--- config.mk ---
export PLATFORM = sky130hd
export DESIGN_NAME = ps2_key_decoder
export DESIGN_NICKNAME = d
export VERILOG_FILES = /design/src/rtl/ps2_pkg.sv /design/src/rtl/ps2_frame_rx.sv /design/src/rtl/ps2_key_decoder.sv
export SDC_FILE = /design/constraint.sdc
export NUM_CORES = 1
export LEC_CHECK = 0
export BUFFER_PORTS_ARGS = -buffer_cell sky130_fd_sc_hd__buf_2
export CAP_MARGIN = 20
export CORE_UTILIZATION = 35
export CTS_BUF_LIST = sky130_fd_sc_hd__clkbuf_16
export DETAILED_ROUTE_END_ITERATION = 16
export GPL_ROUTABILITY_DRIVEN = 0
export GPL_TIMING_DRIVEN = 0
export HOLD_SLACK_MARGIN = 0.05
export PLACE_DENSITY = 0.55
export SYNTH_ARGS = -nofsm -noshare
export SYNTH_HDL_FRONTEND = slang
export SYNTH_SLANG_ARGS = --single-unit
--- constraint.sdc ---
create_clock -name clk_100MHz -period 5.4 [get_ports clk_100MHz]
set_clock_uncertainty 0.15 [all_clocks]
set_input_delay 0.54 -clock clk_100MHz [delete_from_list [all_inputs] [get_ports clk_100MHz]]
set_output_delay 0.54 -clock clk_100MHz [all_outputs]
set_load 0.02 [all_outputs]
--- src/rtl/ps2_pkg.sv ---
// Shared scan-code constants, key-number mapping and frame-FSM state type
// for the PS/2 keyboard decoder.
package ps2_pkg;

  localparam logic [7:0] SC_EXT   = 8'hE0;
  localparam logic [7:0] SC_BRK   = 8'hF0;
  localparam logic [7:0] SC_PAUSE = 8'hE1;

  localparam logic [8:0] KEY_LEFT  = 9'h16B;
  localparam logic [8:0] KEY_RIGHT = 9'h174;

  localparam logic [3:0] KN_LEFT    = 4'd2;
  localparam logic [3:0] KN_RIGHT   = 4'd3;
  localparam logic [3:0] KN_INVALID = 4'd4;

  typedef enum logic [1:0] {
    ST_IDLE   = 2'd0,
    ST_DATA   = 2'd1,
    ST_PARITY = 2'd2,
    ST_STOP   = 2'd3
  } frame_state_e;

  function automatic logic [3:0] key_num_of(input logic [8:0] code);
    logic [3:0] kn;
    case (code)
      KEY_LEFT:  kn = KN_LEFT;
      KEY_RIGHT: kn = KN_RIGHT;
      default:   kn = KN_INVALID;
    endcase
    return kn;
  endfunction

  // Eight data bits plus the parity bit must hold an odd number of ones.
  function automatic logic odd_parity_ok(input logic [8:0] bits);
    return ^bits;
  endfunction

endpackage

--- src/rtl/ps2_frame_rx.sv ---
// PS/2 line receiver: input synchronizers, clock glitch filter, 11-bit frame
// FSM with idle timeout. Emits one-cycle byte_valid / byte_err strobes.
module ps2_frame_rx
  import ps2_pkg::*;
#(
  parameter int FILTER_LEN  = 8,
  parameter int TIMEOUT_CYC = 100000
) (
  input  logic       clk,
  input  logic       rst_n,
  input  logic       ps2_clk,
  input  logic       ps2_data,
  output logic [7:0] rx_byte,
  output logic       byte_valid,
  output logic       byte_err
);

  localparam int FW = $clog2(FILTER_LEN + 1);
  localparam int TW = $clog2(TIMEOUT_CYC + 1);
  localparam logic [FW-1:0] FLT_LAST = FW'(FILTER_LEN - 1);
  localparam logic [TW-1:0] TO_LAST  = TW'(TIMEOUT_CYC - 1);

  logic [1:0]    clk_sync_r, data_sync_r;
  logic [FW-1:0] flt_cnt_r;
  logic          clk_flt_r, clk_flt_d_r;
  frame_state_e  state_r, state_n;
  logic [2:0]    bit_cnt_r, bit_cnt_n;
  logic [7:0]    shift_r, shift_n;
  logic          par_r, par_n;
  logic [TW-1:0] to_cnt_r, to_cnt_n;
  logic [7:0]    rx_byte_r, rx_byte_n;
  logic          byte_valid_r, byte_valid_n;
  logic          byte_err_r, byte_err_n;
  logic          fall_s, data_s, timeout_s;

  assign data_s    = data_sync_r[1];
  assign fall_s    = clk_flt_d_r & ~clk_flt_r;
  assign timeout_s = (to_cnt_r == TO_LAST);

  // Synchronizers and a level filter that needs FILTER_LEN agreeing samples.
  always_ff @(posedge clk or negedge rst_n) begin
    if (!rst_n) begin
      clk_sync_r  <= 2'b11;
      data_sync_r <= 2'b11;
      flt_cnt_r   <= '0;
      clk_flt_r   <= 1'b1;
      clk_flt_d_r <= 1'b1;
    end else begin
      clk_sync_r  <= {clk_sync_r[0], ps2_clk};
      data_sync_r <= {data_sync_r[0], ps2_data};
      clk_flt_d_r <= clk_flt_r;
      if (clk_sync_r[1] == clk_flt_r) begin
        flt_cnt_r <= '0;
      end else if (flt_cnt_r == FLT_LAST) begin
        clk_flt_r <= clk_sync_r[1];
        flt_cnt_r <= '0;
      end else begin
        flt_cnt_r <= flt_cnt_r + 1'b1;
      end
    end
  end

  // Frame FSM state and datapath registers.
  always_ff @(posedge clk or negedge rst_n) begin
    if (!rst_n) begin
      state_r      <= ST_IDLE;
      bit_cnt_r    <= 3'd0;
      shift_r      <= 8'h00;
      par_r        <= 1'b0;
      to_cnt_r     <= '0;
      rx_byte_r    <= 8'h00;
      byte_valid_r <= 1'b0;
      byte_err_r   <= 1'b0;
    end else begin
      state_r      <= state_n;
      bit_cnt_r    <= bit_cnt_n;
      shift_r      <= shift_n;
      par_r        <= par_n;
      to_cnt_r     <= to_cnt_n;
      rx_byte_r    <= rx_byte_n;
      byte_valid_r <= byte_valid_n;
      byte_err_r   <= byte_err_n;
    end
  end

  // Next-state logic; each non-idle state falls back to IDLE on timeout.
  always_comb begin
    state_n      = state_r;
    bit_cnt_n    = bit_cnt_r;
    shift_n      = shift_r;
    par_n        = par_r;
    rx_byte_n    = rx_byte_r;
    byte_valid_n = 1'b0;
    byte_err_n   = 1'b0;
    if ((state_r == ST_IDLE) || fall_s) begin
      to_cnt_n = '0;
    end else begin
      to_cnt_n = to_cnt_r + 1'b1;
    end
    case (state_r)
      ST_IDLE: begin
        if (fall_s && !data_s) begin
          state_n   = ST_DATA;
          bit_cnt_n = 3'd0;
        end else begin
          state_n = ST_IDLE;
        end
      end
      ST_DATA: begin
        if (fall_s) begin
          shift_n   = {data_s, shift_r[7:1]};
          bit_cnt_n = bit_cnt_r + 3'd1;
          state_n   = (bit_cnt_r == 3'd7) ? ST_PARITY : ST_DATA;
        end else if (timeout_s) begin
          state_n = ST_IDLE;
        end else begin
          state_n = ST_DATA;
        end
      end
      ST_PARITY: begin
        if (fall_s) begin
          par_n   = data_s;
          state_n = ST_STOP;
        end else if (timeout_s) begin
          state_n = ST_IDLE;
        end else begin
          state_n = ST_PARITY;
        end
      end
      ST_STOP: begin
        if (fall_s) begin
          state_n = ST_IDLE;
          if (odd_parity_ok({shift_r, par_r}) && data_s) begin
            byte_valid_n = 1'b1;
            rx_byte_n    = shift_r;
          end else begin
            byte_err_n = 1'b1;
          end
        end else if (timeout_s) begin
          state_n = ST_IDLE;
        end else begin
          state_n = ST_STOP;
        end
      end
      default: begin
        state_n = ST_IDLE;
      end
    endcase
  end

  assign rx_byte    = rx_byte_r;
  assign byte_valid = byte_valid_r;
  assign byte_err   = byte_err_r;

endmodule

--- src/rtl/ps2_key_decoder.sv ---
// Set-2 scan-code decoder: tracks E0/F0 prefixes, maintains the 512-bit
// key-state bitmap and reports the most recent make/break event.
module ps2_key_decoder
  import ps2_pkg::*;
#(
  parameter int FILTER_LEN  = 8,
  parameter int TIMEOUT_CYC = 100000
) (
  input  logic         clk_100MHz,
  input  logic         rst_n,
  input  logic         ps2_clk,
  input  logic         ps2_data,
  output logic [511:0] key_down,
  output logic [8:0]   last_change,
  output logic         been_ready,
  output logic [3:0]   key_num
);

  logic [7:0]   rx_byte_s;
  logic         byte_valid_s, byte_err_s;
  logic [8:0]   code_s;
  logic         ext_r, brk_r;
  logic [511:0] key_down_r;
  logic [8:0]   last_change_r;
  logic         been_ready_r;
  logic [3:0]   key_num_r;

  ps2_frame_rx #(
    .FILTER_LEN (FILTER_LEN),
    .TIMEOUT_CYC(TIMEOUT_CYC)
  ) u_rx (
    .clk       (clk_100MHz),
    .rst_n     (rst_n),
    .ps2_clk   (ps2_clk),
    .ps2_data  (ps2_data),
    .rx_byte   (rx_byte_s),
    .byte_valid(byte_valid_s),
    .byte_err  (byte_err_s)
  );

  assign code_s = {ext_r, rx_byte_s};

  // Prefix flags, key bitmap and event outputs, all updated on one edge.
  always_ff @(posedge clk_100MHz or negedge rst_n) begin
    if (!rst_n) begin
      ext_r         <= 1'b0;
      brk_r         <= 1'b0;
      key_down_r    <= '0;
      last_change_r <= 9'h000;
      been_ready_r  <= 1'b0;
      key_num_r     <= KN_INVALID;
    end else begin
      been_ready_r <= 1'b0;
      if (byte_err_s) begin
        ext_r <= 1'b0;
        brk_r <= 1'b0;
      end else if (byte_valid_s) begin
        case (rx_byte_s)
          SC_EXT:   ext_r <= 1'b1;
          SC_BRK:   brk_r <= 1'b1;
          SC_PAUSE: begin
          end
          default: begin
            key_down_r[code_s] <= ~brk_r;
            last_change_r      <= code_s;
            key_num_r          <= key_num_of(code_s);
            been_ready_r       <= 1'b1;
            ext_r              <= 1'b0;
            brk_r              <= 1'b0;
          end
        endcase
      end
    end
  end

  assign key_down    = key_down_r;
  assign last_change = last_change_r;
  assign been_ready  = been_ready_r;
  assign key_num     = key_num_r;

endmodule

### Word level (Yosys, flattened, before mapping)

Cells that the tools add are included.

| word-level totals | value |
|---|---|
| register bits after elaboration | 579 |
| bits of input ports | 4 |
| output and inout bits | 526 |
| word-level logic and storage cells | 100 |

| operators by class | value |
|---|---|
| add/sub/neg operators | 3 |
| order comparisons | 2 |
| eq/ne operators | 16 |
| multiplexer cells | 34 |
| bitwise operators | 6 |
| reduce and logical (&&, ||, !) cells | 20 |

Operators with widths:

| operator | number |
|---|---|
| 512-bit bitwise mux | 1 |
| 8-bit equality test (second input constant) | 3 |
| 9-bit equality test (second input constant) | 2 |
| 17-bit by 1-bit adder with 17-bit output (second input constant) | 1 |
| 17-bit equality test (second input constant) | 1 |
| 17-bit two-way mux | 1 |
| 1-bit two-way mux | 16 |
| 2-bit two-way mux | 6 |
| 3-bit one-hot mux with 2 select lines | 2 |
| 9-bit by 10-bit < comparator with 1-bit output (second input constant) | 1 |
| 2-bit AND reduction | 5 |
| 1-bit demux with 9-bit select | 1 |
| 9-bit by 1-bit >= comparator with 1-bit output (second input constant) | 1 |
| 3-bit AND reduction | 3 |
| 9-bit parity | 1 |
| 4-bit two-way mux | 2 |
| 2-bit one-hot mux with 4 select lines | 1 |
| 3-bit two-way mux | 2 |
| 2-bit by 1-bit inequality test with 1-bit output (second input constant) | 3 |
| 1-bit inverter | 5 |
| 4-bit by 1-bit adder with 4-bit output (second input constant) | 1 |
| 2-bit equality test (second input constant) | 2 |
| 4-bit by 3-bit equality test with 1-bit output (second input constant) | 1 |
| 1-bit one-hot mux with 2 select lines | 2 |
| 13 further kinds | 17 |

### Logic depth before layout (Yosys ltp)

| logic depth | value |
|---|---|
| depth after elaboration | 5 |
| gate-level depth with buffers | 8 |
| depth with buffers taken out | 5 |

### By module

Synthesis repeated with hierarchy kept, for this count alone.

| second synthesis, totals | value |
|---|---|
| cell total of the unflattened synthesis | 2094 |
| area total of the unflattened synthesis | 23478.8 sq um |

By module, submodules not included:

| module | instances | cells each | area each (sq um) |
|---|---|---|---|
| ps2_key_decoder | 1 | 1909 | 21232.9 |
| ps2_frame_rx | 1 | 185 | 2245.9 |

### Worst setup path after synthesis

Ideal clock, no wire load.

| timing path | value |
|---|---|
| kind | register to register |
| start point | register u_rx.clk_flt_d_r |
| end point | register u_rx.rx_byte_r[0] (netlist: u_rx.rx_byte[0]) |
| setup time | 0.125 ns |
| arrival | 2.003 ns |
| slack | 3.122 ns |
| stages on the path, launching flop included | 6 |
| path buffers | 1 |
| clock period less this slack | 2.278 ns |
| cells stage by stage | dfstp_2 -> or2b_1 -> buf_6 -> or4b_4 -> mux2i_4 -> mux2_2 |

| on the way | value |
|---|---|
| cells in the longest elaborated chain, start to end | 2 |

RTL lines:

| item | line | RTL |
|---|---|---|
| from (decl) | ps2_frame_rx.sv:25 | `logic clk_flt_r, clk_flt_d_r;` |
| from (signal assigned) | ps2_frame_rx.sv:51 | `clk_flt_d_r <= clk_flt_r;` |
| 1-bit AND | ps2_frame_rx.sv:37 | `assign fall_s = clk_flt_d_r & ~clk_flt_r;` |
| 3-bit AND reduction (no source line) | - |  |
| to (signal assigned) | ps2_frame_rx.sv:80 | `rx_byte_r <= rx_byte_n;` |
| to (decl) | ps2_frame_rx.sv:31 | `logic [7:0] rx_byte_r, rx_byte_n;` |

Every way passes these cells.
A chain may end at the register's enable or synchronous reset.

### Worst setup path after layout

| timing path | value |
|---|---|
| start point | register ext_r |
| end point | register key_down_r[312] (netlist: key_down[312]) |

| on the way | value |
|---|---|
| cells in the longest elaborated chain, start to end | 5 |
| elaborated cells on any way between the ends | 6 |
| those cells by class | order compare (2); mux (3); reduce/logical (1) |

RTL lines:

| item | line | RTL |
|---|---|---|
| from (decl) | ps2_key_decoder.sv:22 | `logic ext_r, brk_r;` |
| from (signal assigned) | ps2_key_decoder.sv:46 | `ext_r <= 1'b0;` |
| from (signal assigned) | ps2_key_decoder.sv:55 | `ext_r <= 1'b0;` |
| from (signal assigned) | ps2_key_decoder.sv:59 | `SC_EXT: ext_r <= 1'b1;` |
| 9-bit by 10-bit < comparator with 1-bit output (implied by the code) / 9-bit by 1-bit >= comparator with 1-bit output (equally long branches) | ps2_key_decoder.sv:64 | `key_down_r[code_s] <= ~brk_r;` |
| 1-bit logical AND (implied by the code) | ps2_key_decoder.sv:64 |  |
| 1-bit two-way mux (implied by the code) | ps2_key_decoder.sv:64 |  |
| 1-bit demux with 9-bit select (*) | ps2_key_decoder.sv:64 |  |
| 512-bit bitwise mux (*) | ps2_key_decoder.sv:64 |  |
| to (signal, indexed assignment) | ps2_key_decoder.sv:64 |  |
| to (decl) | ps2_key_decoder.sv:23 | `logic [511:0] key_down_r;` |

Mark *: on every way between the ends. The rest lies on a longest branch, timed or not.

==> results.toml <==
[routing]
wl_per_cell_um = 27.67
drc = 0
drtAntennaViolNets = 0
via_per_inst = 5.871
firstDrtPassIters = 6
num_vias = 21469
drt-total-wl_mm = 101.2
drt_iter0_drc = 2098

[timing]
hold_viol_final = 0
period_needed_ns = 3.214
finalMaxSlewViolations = 0
rsz0062_at_grt = "false"
max_freq_ghz = 0.3112
tightest_slew_ns = 1.104
slew-limit-headroom_pct = 26.37
fin_crit_sh_pct = 59.51
timing.setup.tns_ns = 0
setup_violations = 0

[setup_path]
path_class = "reg -> reg"
worst_setup_path_start_kind = "register"
worstPathArrival_ns = 3.52
cpMaxStageDelayCell = "clkbuf_1"
path_buf_inv = 4
cp_top_family = "buffers and inverters"
worst_path_most_repeated_cell = "clkbuf_1"
path_max_fanout = 10
critPathMaxStageDelay_ns = 0.80
critical_path_required_ns = 5.71
end_kind = "register"
worstPathCellList = "and3b_1 > buf_2 > nand2_1 > clkbuf_1 > clkbuf_1 > clkbuf_1 > o31ai_1"

[pwr]
total_power_mw = 9.166
p_leak_nw = 14.35
peakVddDrop_v = 0.0001824
power_density_nw_per_um2 = 308.3

[die]
row_count = 94
die_w_um = 261.9
core-area_um2 = 66330
die_area_um2 = 68600
initial_utilization_pct = 35.64
io_pins = 530
dieHeight_um = 261.9

[yosys]
yosysUniqueCellTypes = 53
ys_seq_elements = 578
synth_top_area_share_pct = 60.43
synth_edf_count = 0
yosys_warnings = 0
synthCells = 2131
yosysSeqAreaShare_pct = 61.21
syn_area_um2 = 23640
syn-num-nets = 2139
avgSynthCellArea_um2 = 11.10
synth_area_leaders = "dfrtp_1 (60%), o31ai_1 (16%), o21ai_0 (11%)"
yosysTopAreaCell = "dfrtp_1"
synth_top_flop_cell = "dfrtp_1"
async_reset_ff_share_pct = 100.0

[cells_and_area]
area.growth.synth_to_final_pct = 25.76
finalCoreUtilization_pct = 44.83
diodes = 0
fin_nets = 2747
fin_area_um2 = 29730
instances_no_fill = 3657
drive_above_1_share_pct = 25.31

[outcome]
status = "complete, no violations"

[cts]
clock_path_buffers = 3
path_clk_slew_ns = 0.06
root_buffer = "clkbuf_16"
clk_latency_ns = 0.61
cts_tree = "yes"
cts_resized = 0
cts-buffers-inserted = 68
clock-sinks = 578
htree_num_levels = 3

[placed_design]
portBuffers = 528
dpl.cell_count = 3530
hpwl_mm = 75.52
placed_area_um2 = 27560

[global_route]
grtUsageTotal_pct = 28.99
grt_pass1_vias = 20825
antenna_found_initial = 0
grt-ovfl-total = 0
grt_pass1_wl_mm = 144.7
grt_max_degree = 117

[job]
maxCapViolCount = 0

[min_path]
hold_class = "reg -> reg"
[worst reg2reg max path, delay by kind of cell, from the launching register on]
family                 cells  cell delay [ns]
buffers and inverters      4             2.07
and+or+nand+nor            2             0.30
AOI/OAI and AO/OA          1             0.14
DFF                        1             0.42
[final timing paths]
path / startpoint / endpoint / slack [ns] / cells past startpoint
worst max-delay path: ext_r / key_down[312] / 2.19 / 7
worst min-delay path: u_rx.data_sync_r[0] / u_rx.data_sync_r[1] / 0.20 / 0
worst max register to register: ext_r / key_down[312] / 2.19 / 7
worst min register to register: u_rx.data_sync_r[0] / u_rx.data_sync_r[1] / 0.20 / 0
max in group asynchronous: rst_n / key_down[480] / 2.84 / 5
min in group asynchronous: rst_n / key_down[277] / 0.39 / 2
[kinds of logic after synthesis]
group / Yosys count / share of synthesized area (%)
fa+ha+maj: 4 / 0.2117
other cells: 1 / 0.01586
compound gates: 1038 / 27.49
simple gates: 197 / 4.313
buf+inv: 263 / 4.392
flops: 578 / 61.21
xor+xnor: 19 / 0.8573
mux: 31 / 1.513
[flip-flops by register name, summed over array words and instances (netlist names)]
signal / cells
key_down: 512
u_rx.to_cnt_r: 17
last_change: 9
u_rx.rx_byte: 8
u_rx.shift_r: 8
u_rx.flt_cnt_r: 4
key_num: 3
u_rx.bit_cnt_r: 3
u_rx.clk_sync_r: 2
u_rx.data_sync_r: 2
u_rx.state_r: 2
been_ready: 1
brk_r: 1
ext_r: 1
u_rx.byte_err: 1
u_rx.byte_valid: 1
u_rx.clk_flt_d_r: 1
u_rx.clk_flt_r: 1
u_rx.par_r: 1
[through the flow]
stage          setup WS (ns)  hold slack (ns)
4_1_cts                2.227           0.2013
5_1_grt                2.007           0.2115
3_3_place_gp          -8.295           0.1986
2_1_floorplan          3.122          0.09441
3_5_place_dp           2.228           0.1996
6_report               2.186           0.2024
[power breakdown]
group	total (mW)	internal (mW)	switching, mW	leakage [nW]
registers	4.41	4.38	0.0321	8.05
clock network	4.48	2.58	1.90	1.11
logic	0.277	0.0979	0.179	5.20
total	9.17	7.06	2.11	14.4
[metal layers]
metal / routed length (um) / part of all wire, % / track usage (%) / vias up
met5: 0 / 0 / 0 / -
li1: - / - / - / 9233
met2: 47760 / 47 / 46.90 / 1023
met1: 40520 / 40 / 37.17 / 11039
met4: 3539 / 3.5 / 10.71 / 0
met3: 9367 / 9.3 / 7.890 / 174
[cell usage in the layout (no fill, tap or decap), types with 7 or more instances in the layout]
cell,n
clkbuf_1,226
a21oi_1,7
dfrtp_1,571
nand4_1,9
inv_1,24
nand2_1,85
buf_4,8
o31ai_1,505
dfstp_2,7
clkbuf_16,71
buf_2,544
clkinv_1,14
nand3_1,18
xnor2_1,12
o21ai_0,512
nor2_1,28
nor2b_1,10
mux2_2,28
clkinv_2,10
[area by class of cell]
cell class | count | area [um2]
Timing Repair Buffer | 538 | 2835
Clock buffer | 71 | 1777
Tap cell | 864 | 1081
Multi-Input combinational cell | 1290 | 8158
Sequential cell | 578 | 14470
Buffer | 254 | 1005
Fill cell | 6503 | 36600
Inverter | 9 | 33.78
Clock inverter | 53 | 372.9
[cells in the mapped netlist (all sizes together) (3+ instances only)]
library cell	count
a21oi	7
and2	3
and3	4
and4b	4
and4bb	6
buf	28
clkbuf	226
dfrtp	571
dfstp	7
ha	4
inv	9
mux2	28
mux2i	3
nand2	85
nand3	18
nand4	9
nor2	28
nor2b	10
nor3	6
nor3b	3
nor4b	4
o21ai	513
o31ai	505
or3	5
or4b	3
xnor2	12
xor2	5
[timing repair]
| item | in CTS | in global routing |
|---|---|---|
| endpoints found under the hold margin | 84 | 0 |
| setup buffers | 0 | 0 |
| hold buffers | 3 | 0 |
Power figures use the tool's default switching activity.
